<file path="config.mk">
export PLATFORM = sky130hd
export DESIGN_NAME = wb_arbiter_flat
export DESIGN_NICKNAME = d
export VERILOG_FILES = /design/src/rtl/wb_arbiter_if.sv /design/src/rtl/wb_arbiter.sv /design/src/flat_wrapper.sv
export SDC_FILE = /design/constraint.sdc
export NUM_CORES = 1
export LEC_CHECK = 0
export BUFFER_PORTS_ARGS = -buffer_cell sky130_fd_sc_hd__buf_2
export CAP_MARGIN = 30
export CORE_MARGIN = 2
export CORE_UTILIZATION = 35
export CTS_CLUSTER_DIAMETER = 40
export DETAILED_ROUTE_END_ITERATION = 8
export PLACE_DENSITY = 0.66
export SYNTH_ARGS = -nofsm -noshare
export SYNTH_HDL_FRONTEND = slang
export SYNTH_SLANG_ARGS = --single-unit
export TNS_END_PERCENT = 1
</file>
<file path="constraint.sdc">
create_clock -name iClk -period 3.71 [get_ports iClk]
set_input_delay 0 -clock iClk [delete_from_list [all_inputs] [get_ports iClk]]
set_output_delay 0 -clock iClk [all_outputs]
set_load 0.02 [all_outputs]
</file>
<file path="src/rtl/wb_arbiter_if.sv">
// wb_arbiter_if: writeback request/grant bus plus register-file write port.
// Forwarding signals are present only when WB_ARBITER_FWD_EN is defined.
interface wb_arbiter_if #(
    parameter int N_REQ      = 3,
    parameter int reg_width  = 32,
    parameter int addr_width = 5
);
    logic                                iHold;
    logic [N_REQ-1:0]                    iValid;
    logic [N_REQ-1:0][addr_width-1:0]    iAddr;
    logic [N_REQ-1:0][reg_width-1:0]     iValue;
    logic [N_REQ-1:0]                    oReady;
    logic                                oWriteEn;
    logic [addr_width-1:0]               oRdAddr;
    logic [reg_width-1:0]                oRdValue;
`ifdef WB_ARBITER_FWD_EN
    logic [addr_width-1:0]               iAddrRs1;
    logic [addr_width-1:0]               iAddrRs2;
    logic                                oFwdRs1Hit;
    logic                                oFwdRs2Hit;
    logic [reg_width-1:0]                oFwdRs1;
    logic [reg_width-1:0]                oFwdRs2;
    modport master (
        output iHold, iValid, iAddr, iValue, iAddrRs1, iAddrRs2,
        input  oReady, oWriteEn, oRdAddr, oRdValue, oFwdRs1Hit, oFwdRs2Hit, oFwdRs1, oFwdRs2
    );
    modport slave (
        input  iHold, iValid, iAddr, iValue, iAddrRs1, iAddrRs2,
        output oReady, oWriteEn, oRdAddr, oRdValue, oFwdRs1Hit, oFwdRs2Hit, oFwdRs1, oFwdRs2
    );
`else
    modport master (
        output iHold, iValid, iAddr, iValue,
        input  oReady, oWriteEn, oRdAddr, oRdValue
    );
    modport slave (
        input  iHold, iValid, iAddr, iValue,
        output oReady, oWriteEn, oRdAddr, oRdValue
    );
`endif
endinterface

</file>
<file path="src/rtl/wb_arbiter.sv">
// wb_arbiter: round-robin writeback arbiter with a one-cycle registered register-file write port.
// Define WB_ARBITER_FWD_EN to add rs1/rs2 forwarding from the pending write.
module wb_arbiter #(
    parameter int N_REQ      = 3,
    parameter int reg_width  = 32,
    parameter int addr_width = 5
) (
    input logic         iClk,
    input logic         nRst,
    wb_arbiter_if.slave bus
);
    localparam int PW = $clog2(N_REQ);

    logic [PW-1:0]         ptr;
    logic [PW-1:0]         gnt_idx;
    logic [PW-1:0]         idx;
    logic                  found;
    logic                  gnt;
    logic                  write_en;
    logic [addr_width-1:0] rd_addr;
    logic [reg_width-1:0]  rd_value;

    // Search upward from ptr with wrap; first valid requester wins.
    always_comb begin
        found   = 1'b0;
        gnt_idx = '0;
        idx     = '0;
        for (int k = 0; k < N_REQ; k++) begin
            idx = PW'((int'(ptr) + k) % N_REQ);
            if (!found && bus.iValid[idx]) begin
                found   = 1'b1;
                gnt_idx = idx;
            end
        end
        gnt = found && !bus.iHold && nRst;
    end

    assign bus.oReady = gnt ? {{(N_REQ-1){1'b0}}, 1'b1} << gnt_idx : '0;

    // Grants to x0 still complete the handshake but never reach the register file.
    always_ff @(posedge iClk or negedge nRst) begin
        if (!nRst) begin
            ptr      <= '0;
            write_en <= 1'b0;
            rd_addr  <= '0;
            rd_value <= '0;
        end else if (gnt) begin
            ptr      <= (gnt_idx == PW'(N_REQ - 1)) ? '0 : gnt_idx + 1'b1;
            write_en <= bus.iAddr[gnt_idx] != '0;
            rd_addr  <= bus.iAddr[gnt_idx];
            rd_value <= bus.iValue[gnt_idx];
        end else begin
            write_en <= 1'b0;
        end
    end

    assign bus.oWriteEn = write_en;
    assign bus.oRdAddr  = rd_addr;
    assign bus.oRdValue = rd_value;

`ifdef WB_ARBITER_FWD_EN
    assign bus.oFwdRs1Hit = write_en && rd_addr != '0 && bus.iAddrRs1 == rd_addr;
    assign bus.oFwdRs2Hit = write_en && rd_addr != '0 && bus.iAddrRs2 == rd_addr;
    assign bus.oFwdRs1    = bus.oFwdRs1Hit ? rd_value : '0;
    assign bus.oFwdRs2    = bus.oFwdRs2Hit ? rd_value : '0;
`endif
endmodule

</file>
<file path="src/flat_wrapper.sv">
// flat-port wrapper written by rule: the top's interface ports become plain ports
module wb_arbiter_flat 
#(
    parameter int N_REQ      = 3,
    parameter int reg_width  = 32,
    parameter int addr_width = 5
)
  (iClk, nRst, bus_iHold, bus_iValid, bus_iAddr, bus_iValue, bus_oReady, bus_oWriteEn, bus_oRdAddr, bus_oRdValue);
  wb_arbiter_if #(.N_REQ(N_REQ), .reg_width(reg_width), .addr_width(addr_width)) bus_i ();
  input logic iClk;
  input logic nRst;
  input wire logic [$bits(bus_i.iHold)-1:0] bus_iHold;
  input wire logic [$bits(bus_i.iValid)-1:0] bus_iValid;
  input wire logic [$bits(bus_i.iAddr)-1:0] bus_iAddr;
  input wire logic [$bits(bus_i.iValue)-1:0] bus_iValue;
  output wire logic [$bits(bus_i.oReady)-1:0] bus_oReady;
  output wire logic [$bits(bus_i.oWriteEn)-1:0] bus_oWriteEn;
  output wire logic [$bits(bus_i.oRdAddr)-1:0] bus_oRdAddr;
  output wire logic [$bits(bus_i.oRdValue)-1:0] bus_oRdValue;
  assign bus_i.iHold = bus_iHold;
  assign bus_i.iValid = bus_iValid;
  assign bus_i.iAddr = bus_iAddr;
  assign bus_i.iValue = bus_iValue;
  assign bus_oReady = bus_i.oReady;
  assign bus_oWriteEn = bus_i.oWriteEn;
  assign bus_oRdAddr = bus_i.oRdAddr;
  assign bus_oRdValue = bus_i.oRdValue;
  wb_arbiter #(.N_REQ(N_REQ), .reg_width(reg_width), .addr_width(addr_width)) u_core (.iClk(iClk), .nRst(nRst), .bus(bus_i));
endmodule
</file>
==> results of run 1 <==
-- synth_stat cells (all sizes together) (3+ instances only) --
library cell,number,area share
dfrtp,40,0.39
nor2,36,0.056
mux2i,35,0.14
a211oi,32,0.095
a21o,32,0.095
buf,15,0.055
nand2,10,0.015
clkbuf,7,0.010
inv,6,0.0089
o21ai,6,0.012
nor2b,4,0.0099
a211o,3,0.011
a221oi,3,0.010
ha,3,0.015
mux2,3,0.013
-- cell families after synthesis --
logic type / Yosys count
flops: 40
buf+inv: 28
compound gates: 87
mux: 38
fa+ha+maj: 3
simple gates: 59
-- path summary, 6_finish.rpt --
path	start	to	slack, ns
max	u_core.ptr[0]	bus_oReady[0]	0.70
min	bus_iValue[37]	u_core.bus.oRdValue[5]	0.003
max reg2reg	u_core.ptr[0]	u_core.bus.oRdValue[8]	0.92
min reg2reg	u_core.bus.oRdValue[21]	u_core.bus.oRdValue[21]	0.48
max in group asynchronous	nRst	u_core.bus.oRdValue[11]	2.98
min in group asynchronous	nRst	u_core.bus.oRdValue[8]	0.38
-- cells in the final DEF (no fill, tap or decap), types with 3 or more instances in the layout --
master	instances
nor2b_1	4
nand2_1	10
buf_4	6
nor2_1	35
dlygate4sd3_1	4
dfrtp_1	40
ha_1	3
mux2i_1	35
a221oi_1	3
a21o_1	32
clkbuf_8	7
inv_1	6
a211oi_1	32
o21ai_1	4
mux2_2	3
buf_2	157
-- worst max-delay path, cell delays in order (launching register included) --
cell and delay, ns:
dfrtp_1 0.38, inv_1 0.07, ha_1 0.37, a22o_1 0.24, a222oi_1 0.60, a211o_2 0.24, buf_4 0.42, nor3b_1 0.18
buf_2 0.22
-- sequential cells by signal, summed over array words and instances, names as in the netlist --
register / count
u_core.bus.oWriteEn: 1
u_core.bus.oRdAddr: 5
u_core.ptr: 2
u_core.bus.oRdValue: 32
-- stage by stage --
step	hold slack, ns	setup slack [ns]	area, um^2
4_1_cts	0.00142	0.676	3540
3_3_place_gp	0.130	0.962	3340
3_5_place_dp	0.133	0.917	3370
6_report	0.00311	0.697	3540
2_1_floorplan	-0.296	1.17	2540
5_1_grt	0.0330	0.419	3540
-- what timing repair did --
action | CTS | global route
hold buffers | 4 | 0
endpoints found under the setup margin | 0 | 0
hold endpoints to repair | 43 | 0
gates resized for setup | 0 | 0
-- power by group --
group          switching (mW)  internal (mW)
Combinational           0.937          0.658
Clock                   0.151          0.237
Sequential              0.109          0.648
Total                    1.20           1.54
-- metal layers --
layer  global-route usage  wire length, um  part of all wire
met5                    0                0                 0
met3               0.0434              579             0.085
met4               0.0434               53            0.0078
met2                0.313             3280              0.48
met1                0.201             2890              0.42
-- layout make-up --
type | instances | share of cell area
inverter | 6 | 0.00636
clock inverter | 1 | 0.00849
sequential | 40 | 0.283
multi-input combinational | 187 | 0.386
tap | 99 | 0.0350
clock buffer | 7 | 0.0272
timing repair buffer | 168 | 0.254
==> metrics.txt, run 1 <==
outcome completed; GRT Total Usage 0.172; # setup viols final 0; DRC Markers 0; Sequential Area 0.00100 mm^2; Num Clock Sinks 40; Worst Setup End Kind output pin; area of the die approximately 0.008 mm^2; Initial Utilization 0.356; share of cells above drive strength 1 0.443; I/O pin count between 150 and 200; total wire length 6800 um; site row count 31; total CTS buffers 5; antenna cells 0; clk_lat worst skew slightly below 0.3 ns; RSZ-0062 raised after global routing no; hold path depth 3; hold crit path type in2reg; mux cell area share after synthesis 0.151; Yosys reg bits 40; Final Non-Filler Cells between 500 and 600; Max Root-Sink Buffers 2; Placed Cells 496; worst endpoint data arrival time around 3.0 ns; Clock H-tree levels 2; Worst Tran Pin Value 0.667 ns; period utilization 0.812; CP Max Fanout 51; post-synth cell types 37; synthesis-to-layout area growth 39.3%; post-synthesis sequential area ratio 0.394; Total Nets Final 528; Post-Synth Adder-Cell Area 0.0148; Post-DRT Antenna Nets 0; via count approximately 2.5k; max-capacitance violation count 0; vias per cell slightly below 5; Peak supply drop ~0.00029 V; GP Congestion ~0.8; Root Buffer clkbuf_8; setup tns final 0 ns; Async SR Flop Fraction 1.00; mapped cell area ~0.0025 mm^2; crit path time final 3.01 ns; CTS tree done; Synth Warn # 0; first-pass GRT wire length 10,800 um; mean post-synth cell area 9.96 um^2; XOR/XNOR Fraction of Synth Area 0; number of flops mapped to enable cells by yosys 0; Post-Synth Simple-Gate Area 0.106; fill count roughly 720; core area 0.00714 mm^2; WL/cell approximately 13 um; CP Class reg2out; Power per Cell Area 774 mW/mm^2; Worst Clk Skew 0.00811 ns; chip width slightly below 90 um; Synth Area in Compound Gates 0.260; startpoint types flop; Overflow after GRT 0; Final Slew Violations 0; largest family of logic cells by synthesized area compound AO/OA/AOI/OAI gates; Max Fclk 332 MHz; Pre-antenna DRT Iters 4; Pwr Total between 2 and 3 mW; placed wire-length estimate between 5000 and 6000 um; Post-CTS Repair Setup Buffers 0; Die H approximately 90 um; Util after Layout 0.496; PortBufs 157; vias in the first global route approximately 2.5k; Post-synth top flop dfrtp_1; cell count after synthesis roughly 260; worst r2r path cells 9; pin count of the biggest net entering global routing 52; Leak slightly above 2 nW; final hold viol count 0; Critical Path RT about 3.7 ns; Slew HR 0.553; Multi-input gate area 0.00137 mm^2; Initial DRC Count 53; clk slew on worst S/H paths around 0.080 ns; Syn Nets ~380; initial antenna violation count 0
Note: power is estimated with default switching activity, not from simulation.
==> run 2: changes to the inputs <==
clock period = 2.8 ns   (was 3.71 ns; I/O delays follow)
==> run 2 against run 1 <==
  * Clock power grew 7.2%
  * Die area unchanged
  * Design area rose by 0.85%
  * Global-route usage about the same
  * First-iteration DRC count decreased by 25%
  * Via count is 0.28% higher
  * Register-to-register slack got worse by 0.73 ns
  * Combinational power is 40% higher
  * Sequential power is 31% higher
  * Clock-buffer cell count is the same
  * Critical path type is now reg2reg
  * Critical endpoint is now u_core.bus.oWriteEn
==> metrics.txt, run 2 (same netlist as run 1, synthesis figures left out) <==
outcome completed; Placed Cells between 400 and 500; vias in the first global route about 2.4k; max-capacitance violation count 0; hold crit path type in2reg; period utilization 0.933; site row count 31; Clock H-tree levels 2; clk slew on worst S/H paths 0.08 ns; delay-heaviest family, CP compound AO/OA/AOI/OAI gates; core area 0.00714 mm^2; worst endpoint data arrival time approximately 2.8 ns; clk_lat worst skew 0.29 ns; pin count of the biggest net entering global routing 41; share of cells above drive strength 1 0.450; Pwr Total about 3.6 mW; Power per Cell Area 1020 mW/mm^2; RR Endpoint u_core.bus.oWriteEn; Worst Setup End Kind flop; final hold viol count 0; RSZ-0062 raised after global routing no; launch point of the worst reg-to-reg path u_core.ptr[1]; Hold Crit Start bus_iValue[37]; CTS tree done; DRC Markers 0; I/O pin count about 160; worst r2r path cells 10; Total Nets Final between 500 and 600; area of the die 0.00795 mm^2; WP buf/inv 3; Sequential Area approximately 0.001 mm^2; Max Fclk 383 MHz; startpoint types flop; fill count between 700 and 800; FF-to-FF setup slack between 0.15 and 0.2 ns; Worst path max stage delay ~0.42 ns; Final Non-Filler Cells a little over 500; synthesis-to-layout area growth 40.5%; GP Congestion 0.815; Leak 2.09 nW; max reg flops 32; Root Buffer clkbuf_8; Pre-antenna DRT Iters 4; via count ~2.5k; Initial DRC Count 40; Max Root-Sink Buffers 2; chip width just under 90 um; Die H ~89 um; vias per cell 4.95; Final Slew Violations 0; Worst Tran Pin Value slightly above 0.5 ns; Post-CTS Repair Setup Buffers 0; most common cell after layout, fill and taps aside buf_2; hold endpoint u_core.bus.oRdValue[5]; hold path depth 3; most frequent cells in the layout 157 x buf_2, 40 x dfrtp_1, 35 x mux2i_1, 35 x nor2_1; Peak supply drop ~0.00036 V; Post-DRT Antenna Nets 0; PortBufs between 150 and 200; Initial Utilization 0.356; # setup viols final 0; setup tns final 0 ns; Slowest-stage cell, CP dfrtp_1; placed wire-length estimate 5420 um; total wire length 7010 um; total CTS buffers 5; antenna cells 0; Num Clock Sinks 40; Overflow after GRT 0; CP Class reg2reg; GRT Total Usage 0.172; Multi-input gate area roughly 0.0014 mm^2; Slew HR 0.656; CP Cell Sequence inv_1, ha_1, mux2_2, a222oi_1, buf_4, a31oi_4, buf_12, mux2i_1, a211o_1, o311ai_2; crit path time final around 2.6 ns; first-pass GRT wire length 10,800 um; WL/cell roughly 14 um; initial antenna violation count 0; Worst Clk Skew approximately 0.0025 ns; CP Max Fanout 20; Critical Path RT roughly 3.0 ns
## run 2: changes by cell type in the layout (fill, tap and decap cells not counted)
| cell | change |
|---|---|
| bufinv_16 | -1 |
| nor3b_1 | -1 |
| ha_1 | -1 |
| buf_16 | -1 |
| ha_2 | +1 |
| buf_12 | +4 |
| nor3b_2 | +1 |
## run 2: how the worst max path moves through the flow
| stage | start | depth (start not counted) | endpoint |
|---|---|---|---|
| 2_1_floorplan | u_core.ptr[0] | 10 | u_core.bus.oRdValue[14] |
| 3_3_place_gp | u_core.ptr[1] | 10 | u_core.bus.oWriteEn |
| 3_5_place_dp | u_core.ptr[0] | 9 | u_core.bus.oRdValue[11] |
| 4_1_cts | u_core.ptr[0] | 7 | bus_oReady[0] |
| 5_1_grt | u_core.ptr[1] | 10 | u_core.bus.oRdAddr[0] |
| 6_report | u_core.ptr[1] | 10 | u_core.bus.oWriteEn |
## run 2: layout make-up
type / instances / share of cell area
multi-input cells: 187 / 0.385
repair buffers: 171 / 0.266
inverters: 6 / 0.00631
well taps: 99 / 0.0347
clock buffers: 7 / 0.0270
flip-flops and latches: 40 / 0.281
## run 2: what timing repair did
item,4_1_cts,5_1_grt
setup endpoints to repair,0,12
hold buffers,4,0
resized for setup,0,2
endpoints found under the hold margin,43,0
## run 2: per-layer routing
metal,GRT usage,part of all wire,up-vias
met1,0.192,0.41,1161
met2,0.320,0.49,111
li1,-,-,1249
met5,0,0,-
met3,0.0517,0.089,5
met4,0.0393,0.0083,0
## run 2: power breakdown
part,switching [mW],total (mW),internal [mW]
logic,1.29,2.23,0.940
registers,0.133,0.991,0.858
clock network,0.197,0.416,0.220
total,1.62,3.63,2.02
## run 2: worst register-to-register path, stage by stage, from the launching register on
cell and delay, ns:
dfrtp_1 0.42, inv_1 0.07, ha_1 0.25, mux2_2 0.37, a222oi_1 0.29, buf_4 0.20
a31oi_4 0.15, buf_12 0.23, mux2i_1 0.14, a211o_1 0.33, o311ai_2 0.07
## run 2: stage by stage
step / worst slack (ns) / util / instance area, um^2 / hold WS, ns
CTS: 0.0239 / 0.499 / 3560 / 0.0160
global route: 0.00659 / 0.500 / 3570 / 0.0468
detailed placement: 0.179 / 0.480 / 3420 / 0.149
finish: 0.189 / 0.500 / 3570 / 0.0213
floorplan: 0.265 / - / 2540 / -0.296
global placement: 0.274 / 0.480 / 3420 / 0.141
==> run 3: changes to the inputs <==
HOLD_SLACK_MARGIN = 0.1   (was default)
==> run 3 against run 2 <==
  * Via count grew 1.9%
  * Non-clock buffer count grew 9
  * Die area is the same
  * Utilization grew 1.3 points
==> metrics.txt, run 3 (same netlist as run 1, synthesis figures left out) <==
pin count of the biggest net entering global routing 41; Overflow after GRT 0; area of the die roughly 0.0080 mm^2; # setup viols final 0; Hold WS approximately 0.12 ns; most frequent cells in the layout 157 x buf_2, 40 x dfrtp_1, 35 x mux2i_1, 35 x nor2_1; Power per Cell Area 996 mW/mm^2; setup tns final 0 ns; outcome completed; Critical Path RT ~3.0 ns; most common cell after layout, fill and taps aside buf_2; Worst Tran Pin Value a little over 0.5 ns; Max Fclk ~380 MHz; hold crit path type in2reg; share of cells above drive strength 1 0.440; placed wire-length estimate 5420 um; CP Max Fanout 20; vias in the first global route ~2.4k; RSZ-0062 raised after global routing no; Initial Utilization 0.356; Pre-antenna DRT Iters 4; Post-DRT Antenna Nets 0; clk slew on worst S/H paths 0.07 ns; via count between 2k and 3k; vias per cell about 5.0; initial antenna violation count 0; setup ws final ~0.17 ns; startpoint types flop; Total Nets Final 540; pre-CTS setup slack about 0.18 ns; chip width 89.2 um; worst endpoint data arrival time 2.82 ns; clk_lat worst skew ~0.29 ns; CP Class reg2reg; Worst Clk Skew 0.00203 ns; synthesis-to-layout area growth 44.0%; Pwr Total 3.64 mW; final hold viol count 0; CP Cell Sequence inv_1, ha_1, mux2_2, a222oi_1, buf_4, a31oi_4, buf_12, mux2i_1, a211o_1, o311ai_2; GP Congestion 0.815; Worst path max stage delay about 0.42 ns; crit path time final 2.63 ns; WP buf/inv 3; total CTS buffers 5; I/O pin count 158; delay-heaviest family, CP compound AO/OA/AOI/OAI gates; first-pass GRT wire length 10,900 um; core area 0.00714 mm^2; site row count 31; Worst Setup End Kind flop; GRT Total Usage 0.174; Num Clock Sinks 40; Final Slew Violations 0; Slew HR 0.662; max reg flops 32; Peak supply drop 0.000357 V; Die H about 89 um; CTS tree done; PortBufs between 150 and 200; max-capacitance violation count 0; Initial DRC Count roughly 50; total wire length 7130 um; Clock H-tree levels 2; antenna cells 0; Root Buffer clkbuf_8; DRC Markers 0; period utilization 0.938; Leak about 2.1 nW; WL/cell approximately 14 um; Max Root-Sink Buffers 2; Post-CTS Repair Setup Buffers 0; Slowest-stage cell, CP dfrtp_1
## run 3: changes by cell type in the layout (fill, tap and decap cells not counted), sizes merged
| cell | change |
|---|---|
| dlygate4sd3 | +9 |
## run 3: final cells by class
cell class,count,area [um^2]
Sequential cell,40,1000
Tap cell,99,124
Clock buffer,7,96.3
Inverter,6,22.5
Timing Repair Buffer,180,1040
Multi-Input combinational cell,187,1370
Fill cell,726,3480
## run 3: metal layers
layer,vias up,wire (um),global-route usage
li1,1266,-,-
met1,1191,2910,0.195
met2,113,3550,0.327
met3,5,607,0.0489
met4,0,58,0.0393
met5,-,0,0
## run 3: worst min-delay path, cell delays in order
cell,delay [ns]
buf_2,0.09
nor2_1,0.09
a211oi_1,0.05
a21o_1,0.14
## run 3: metrics by stage
stage | instance area, um^2 | utilization | std cells
floorplan | 2540 | - | 255
global placement | 3420 | 0.480 | 499
detailed placement | 3420 | 0.480 | 499
CTS | 3650 | 0.512 | 519
global route | 3660 | 0.513 | 519
finish | 3660 | 0.513 | 519
## run 3: worst paths after layout
check                      cells after the start                   start  slack, ns                       to
setup / recovery                              10           u_core.ptr[1]       0.17      u_core.bus.oWriteEn
hold / removal                                 4          bus_iValue[81]       0.12  u_core.bus.oRdValue[17]
setup reg to reg                              10           u_core.ptr[1]       0.17      u_core.bus.oWriteEn
hold reg to reg                                1  u_core.bus.oRdValue[1]       0.47   u_core.bus.oRdValue[1]
max in group asynchronous                      3                    nRst       2.07            u_core.ptr[0]
min in group asynchronous                      3                    nRst       0.38    u_core.bus.oRdAddr[4]
## run 3: where the power goes
group	switching, mW	internal (mW)
Sequential	0.135	0.858
Clock	0.194	0.220
Combinational	1.29	0.948
## run 3: timing repair
item	CTS	global route
gates resized for setup	0	2
setup endpoints to repair	0	13
endpoints found under the hold margin	44	0
hold buffers	13	0
